$ cat config.mk
export PLATFORM = sky130hd
export DESIGN_NAME = rom_port_arbiter_flat
export DESIGN_NICKNAME = d
export VERILOG_FILES = /design/src/rtl/rom_port_arbiter_if.sv /design/src/rtl/rom_port_arbiter.sv /design/src/flat_wrapper.sv
export SDC_FILE = /design/constraint.sdc
export NUM_CORES = 1
export LEC_CHECK = 0
export ABC_AREA = 1
export CAP_MARGIN = 20
export CORE_MARGIN = 3
export CORE_UTILIZATION = 35
export DETAILED_ROUTE_END_ITERATION = 10
export PLACE_DENSITY = 0.81
export SLEW_MARGIN = 20
export SYNTH_ARGS = -nofsm -noshare
export SYNTH_HDL_FRONTEND = slang
export SYNTH_SLANG_ARGS = --single-unit
$ cat constraint.sdc
create_clock -name clk_ram -period 1.7 [get_ports clk_ram]
set_clock_uncertainty 0.2 [all_clocks]
set_input_delay 0.34 -clock clk_ram [delete_from_list [all_inputs] [get_ports clk_ram]]
set_output_delay 0.34 -clock clk_ram [all_outputs]
set_load 0.03 [all_outputs]
$ cat src/rtl/rom_port_arbiter_if.sv
// Bus bundle between requester ports, the ROM port arbiter and one
// SDRAM channel.
interface rom_port_arbiter_if #(
    parameter int NUM_REQ = 4,
    parameter int ADDR_W  = 25
);
    logic [NUM_REQ-1:0]        req_tog;
    logic [NUM_REQ*ADDR_W-1:0] req_addr;
    logic [NUM_REQ-1:0]        ack_tog;
    logic [63:0]               rd_data;
    logic [ADDR_W-1:0]         sdr_addr;
    logic                      sdr_req;
    logic [63:0]               sdr_data;
    logic                      sdr_rdy;
    logic                      busy;
    logic                      timeout_err;

    modport master (
        input  req_tog, req_addr, sdr_data, sdr_rdy,
        output ack_tog, rd_data, sdr_addr, sdr_req, busy, timeout_err
    );

    modport slave (
        output req_tog, req_addr, sdr_data, sdr_rdy,
        input  ack_tog, rd_data, sdr_addr, sdr_req, busy, timeout_err
    );
endinterface

$ cat src/rtl/rom_port_arbiter.sv
// Round-robin arbiter sharing one SDRAM read channel between
// toggle-handshake requester ports, with re-issue on timeout.
module rom_port_arbiter #(
    parameter int NUM_REQ = 4,
    parameter int ADDR_W  = 25,
    parameter int TIMEOUT = 255
) (
    input  logic                clk_ram,
    input  logic                reset,
    rom_port_arbiter_if.master  bus
);
    localparam int GW = $clog2(NUM_REQ);

    typedef enum logic [1:0] {IDLE, ISSUE, WAIT} state_t;

    state_t             state;
    state_t             state_nxt;
    logic [NUM_REQ-1:0] sync1;
    logic [NUM_REQ-1:0] sync2;
    logic [NUM_REQ-1:0] pending;
    logic [NUM_REQ-1:0] ack_q;
    logic [GW-1:0]      grant;
    logic [GW-1:0]      last_grant;
    logic [GW-1:0]      pick;
    logic               found;
    logic [7:0]         timer;
    logic               timed_out;
    logic [63:0]        rd_q;
    logic [ADDR_W-1:0]  addr_q;
    logic               req_q;
    logic               err_q;
    logic               busy_c;

    assign pending   = sync2 ^ ack_q;
    assign timed_out = (timer == 8'(TIMEOUT - 1));

    assign bus.ack_tog     = ack_q;
    assign bus.rd_data     = rd_q;
    assign bus.sdr_addr    = addr_q;
    assign bus.sdr_req     = req_q;
    assign bus.timeout_err = err_q;
    assign bus.busy        = busy_c;

    // Two-flop synchronizer for the asynchronous request toggles
    always_ff @(posedge clk_ram) begin
        if (reset) begin
            sync1 <= '0;
            sync2 <= '0;
        end else begin
            sync1 <= bus.req_tog;
            sync2 <= sync1;
        end
    end

    // Round-robin search for the first pending port after last_grant
    always_comb begin
        int idx;
        found = 1'b0;
        pick  = last_grant;
        idx   = 0;
        for (int o = 1; o <= NUM_REQ; o++) begin
            idx = int'(last_grant) + o;
            if (idx >= NUM_REQ) idx = idx - NUM_REQ;
            if (!found && pending[idx[GW-1:0]]) begin
                found = 1'b1;
                pick  = idx[GW-1:0];
            end
        end
    end

    // FSM state register
    always_ff @(posedge clk_ram) begin
        if (reset) state <= IDLE;
        else       state <= state_nxt;
    end

    // FSM next-state logic
    always_comb begin
        state_nxt = state;
        unique case (state)
            IDLE:    if (found) state_nxt = ISSUE;
            ISSUE:   state_nxt = WAIT;
            WAIT: begin
                if (bus.sdr_rdy)    state_nxt = IDLE;
                else if (timed_out) state_nxt = ISSUE;
            end
            default: state_nxt = IDLE;
        endcase
    end

    // FSM outputs decoded from state
    always_comb begin
        busy_c = (state != IDLE);
    end

    // Grant, SDRAM request, timer and completion datapath
    always_ff @(posedge clk_ram) begin
        if (reset) begin
            grant      <= '0;
            last_grant <= GW'(NUM_REQ - 1);
            addr_q     <= '0;
            req_q      <= 1'b0;
            timer      <= '0;
            rd_q       <= '0;
            ack_q      <= '0;
            err_q      <= 1'b0;
        end else begin
            req_q <= 1'b0;
            case (state)
                IDLE: begin
                    if (found) grant <= pick;
                end
                ISSUE: begin
                    addr_q <= bus.req_addr[int'(grant)*ADDR_W +: ADDR_W];
                    req_q  <= 1'b1;
                    timer  <= '0;
                end
                WAIT: begin
                    if (bus.sdr_rdy) begin
                        rd_q         <= bus.sdr_data;
                        ack_q[grant] <= ~ack_q[grant];
                        last_grant   <= grant;
                    end else if (timed_out) begin
                        err_q <= 1'b1;
                    end else begin
                        timer <= timer + 8'd1;
                    end
                end
                default: ;
            endcase
        end
    end
endmodule
$ cat src/flat_wrapper.sv
// flat-port wrapper written by rule: the top's interface ports become plain ports
module rom_port_arbiter_flat 
#(
    parameter int NUM_REQ = 4,
    parameter int ADDR_W  = 25,
    parameter int TIMEOUT = 255
)
  (clk_ram, reset, bus_req_tog, bus_req_addr, bus_sdr_data, bus_sdr_rdy, bus_ack_tog, bus_rd_data, bus_sdr_addr, bus_sdr_req, bus_busy, bus_timeout_err);
  rom_port_arbiter_if #(.NUM_REQ(NUM_REQ), .ADDR_W(ADDR_W)) bus_i ();
  input  logic clk_ram;
  input  logic reset;
  input wire logic [$bits(bus_i.req_tog)-1:0] bus_req_tog;
  input wire logic [$bits(bus_i.req_addr)-1:0] bus_req_addr;
  input wire logic [$bits(bus_i.sdr_data)-1:0] bus_sdr_data;
  input wire logic [$bits(bus_i.sdr_rdy)-1:0] bus_sdr_rdy;
  output wire logic [$bits(bus_i.ack_tog)-1:0] bus_ack_tog;
  output wire logic [$bits(bus_i.rd_data)-1:0] bus_rd_data;
  output wire logic [$bits(bus_i.sdr_addr)-1:0] bus_sdr_addr;
  output wire logic [$bits(bus_i.sdr_req)-1:0] bus_sdr_req;
  output wire logic [$bits(bus_i.busy)-1:0] bus_busy;
  output wire logic [$bits(bus_i.timeout_err)-1:0] bus_timeout_err;
  assign bus_i.req_tog = bus_req_tog;
  assign bus_i.req_addr = bus_req_addr;
  assign bus_i.sdr_data = bus_sdr_data;
  assign bus_i.sdr_rdy = bus_sdr_rdy;
  assign bus_ack_tog = bus_i.ack_tog;
  assign bus_rd_data = bus_i.rd_data;
  assign bus_sdr_addr = bus_i.sdr_addr;
  assign bus_sdr_req = bus_i.sdr_req;
  assign bus_busy = bus_i.busy;
  assign bus_timeout_err = bus_i.timeout_err;
  rom_port_arbiter #(.NUM_REQ(NUM_REQ), .ADDR_W(ADDR_W), .TIMEOUT(TIMEOUT)) u_core (.clk_ram(clk_ram), .reset(reset), .bus(bus_i));
endmodule
==> results <==
## flip-flops by register name, indices dropped and copies added, names as in the netlist, 4 cells and up
name,flops
u_core.bus.ack_tog,4
u_core.bus.rd_data,64
u_core.bus.sdr_addr,25
u_core.sync1,4
u_core.sync2,4
u_core.timer,8
## how the worst min path moves through the flow
stage | end | cells after the start
5_1_grt | u_core.bus.rd_data[7] | 3
2_1_floorplan | u_core.sync2[0] | 2
6_report | u_core.timer[6] | 4
3_5_place_dp | u_core.sync2[1] | 2
3_3_place_gp | u_core.sync2[1] | 2
4_1_cts | u_core.timer[7] | 4
## area by class of cell
class | count | share of cell area (%)
clock inverters | 14 | 1.990
repair buffers | 315 | 34.45
well taps | 176 | 2.502
clock buffers | 18 | 4.876
flip-flops and latches | 117 | 26.91
multi-input cells | 480 | 27.54
inverters | 40 | 1.734
## power by group
group          internal, mW  total (mW)  switching (mW)
sequential             3.14        3.38           0.247
combinational          1.88        4.47            2.58
clock                  2.32        3.65            1.33
## metal layers
metal	vias up	global-route usage (%)
li1	2831	-
met1	2591	23.06
met2	233	38.93
met3	22	9.680
met4	0	7.207
met5	-	0
## metrics by stage
step	instance area (µm²)	util, %	setup slack, ps	hold slack, ps
CTS	8880	65.49	0.1548	180.6
detailed placement	8143	60.06	-300.1	196.0
global route	8801	64.91	-103.0	216.3
global placement	8143	60.06	-264.8	191.2
floorplan	4956	-	20.33	188.3
finish	8801	64.91	-9.614	183.8
## critical path: stages, from the launching register on
cell     delay, ps
dfxtp_2        350
buf_12         140
inv_4           50
nand3_1        140
nand3_2        110
nand2_2        130
nand2_4         70
nor2_4          90
nand2_2         70
nand2_4         90
nor2_2          40
nand2_1         70
a21oi_2         50
## repair_timing
action,CTS,global route
buffers inserted,0,4
setup endpoints to repair,108,58
gates resized for setup,222,74
pin swaps,6,10
gates cloned,1,0
## kinds of logic (layout without fill, tap and decap cells)
| logic type | after synthesis | in the layout | share of synthesized area (%) |
|---|---|---|---|
| buffers and inverters | 81 | 387 | 6.444 |
| XOR/XNOR | 5 | 5 | 1.036 |
| flip-flops | 117 | 117 | 47.31 |
| AND/OR/NAND/NOR | 282 | 282 | 22.87 |
| AO/OA/AOI/OAI | 191 | 191 | 21.83 |
| adder cells (fa/ha/maj) | 2 | 2 | 0.5054 |
## layout by cell type, fill, tap and decap left out, types with 13 or more instances in the layout
cell,synthesis,routed
o21ai_1,13,13
nor2_1,73,67
clkbuf_16,0,17
clkdlybuf4s15_1,0,25
clkbuf_2,1,39
buf_4,0,39
a22o_1,15,15
dfxtp_1,117,104
o21ai_0,46,46
clkdlybuf4s15_2,0,27
a21oi_1,84,83
inv_1,35,33
nand2_1,178,167
a22oi_1,15,15
clkdlybuf4s50_1,0,169
==> reports/qor.txt <==
outcome -> finished with violations
violated checks -> setup timing
setup ws final -> -9.614 ps
row count -> 42
mapped cell area -> 4951 µm²
Max Cap Viol -> 0
Yosys reg bits -> 117
routability cong. -> 0.8567
CP arrival -> 1800 ps
Slew @ Worst Pin -> 423.8 ps
root buf cell -> clkbuf_16
largest net degree at the start of global routing -> 65
HPWL Detailed -> 12.76 mm
final period utilization -> 100.6%
H-tree depth -> 4
Reg area -> 2369 µm²
RSZ-0062 raised after global routing -> yes
area occupied by multi-input gates -> 2424 µm²
fin. max-slew vios -> 0
Clock Path Buffers -> 2
CP Data Required Time -> 1790 ps
synthesized instance count -> 678
Worst slew margin -> 71.68%
share of cells above drive strength 1 -> 21.24%
Initial DRC Count -> 220
cts bufs inserted -> 17
Chip Width -> 124.9 µm
IO Count -> 267
post-synth top area share -> 47.31%
Die H -> 124.9 µm
clock-pin transition on the worst setup and hold timing paths -> 50 ps
post-route DRC violation count -> 0
final WL -> 17.51 mm
Avg Inst Size Synth -> 7.302 µm²
Crit. Startpoint -> u_core.last_grant[0]
R2R Setup Slk -> -10 ps
DRT Pass-1 Iters -> 6
die area -> 15610 µm²
Crit Path Category -> flop to flop
Final TNS setup -> -9.614 ps
Cell Count, Final, Fillers Out -> 1160
initial antenna violation count -> 0
leakage power -> 3.509 nW
total power -> 11.50 mW
fmax -> 0.5849 GHz
worst r2r dst -> u_core.grant[1]
HP Class -> input port to flop
first-pass GRT wire length -> 27.56 mm
post-synthesis async set-or-reset flop share -> 0%
max layer used -> met4
ANT nets after route -> 0
r2r worst-path depth -> 12
Synth Net Count -> 851
Vias -> 5677
Buffers on Ports -> 266
n_diodes -> 0
WL met1 -> 6.643 mm
GRT Overall Usage -> 21.83%
EDFF count, synth -> 0
# clock sinks -> 117
Hold-fix buffers, CTS -> 0
CP Capture Type -> flop
crit-path max FO -> 5
sequential area share after synthesis -> 47.31%
CTS tree -> built
Hold Vio Cnt, Final -> 0
met3 WL post-DR -> 1.731 mm
grt ovf -> 0
Cell Pwr Density -> 1307 nW/µm²
CP startpoint kind -> flop
Yosys top cell by area -> dfxtp_1
Critical R2R Launch -> u_core.last_grant[0]
Synth warnings -> 0
Primary FF master, synth -> dfxtp_1
fillcell total -> 1172
Area Growth Syn to Fin -> 77.76%
Max VDD drop -> 0.6980 mV
Initial Utilization -> 36.52%
worst-skew pair later-pin latency -> 420 ps
endpoints failing setup -> 1
Area contributors post-synth -> dfxtp_1, nand2_1, a21oi_1
vias in the first global route -> 5568
placed insts -> 1123
Worst Hold Launch -> reset
NumNets Final -> 1144
met2 routed WL -> 8.848 mm
top-count cell post-synth -> nand2_1
synth cell count leaders -> nand2_1, dfxtp_1, a21oi_1
Core Box Area -> 13560 µm²
min cycle time layout -> 1710 ps
crit path to -> u_core.grant[1]
via/cell ratio -> 4.894
per-cell routed wire length -> 15.10 µm
Unique masters post-synth -> 30
Power figures use the tool's default switching activity.
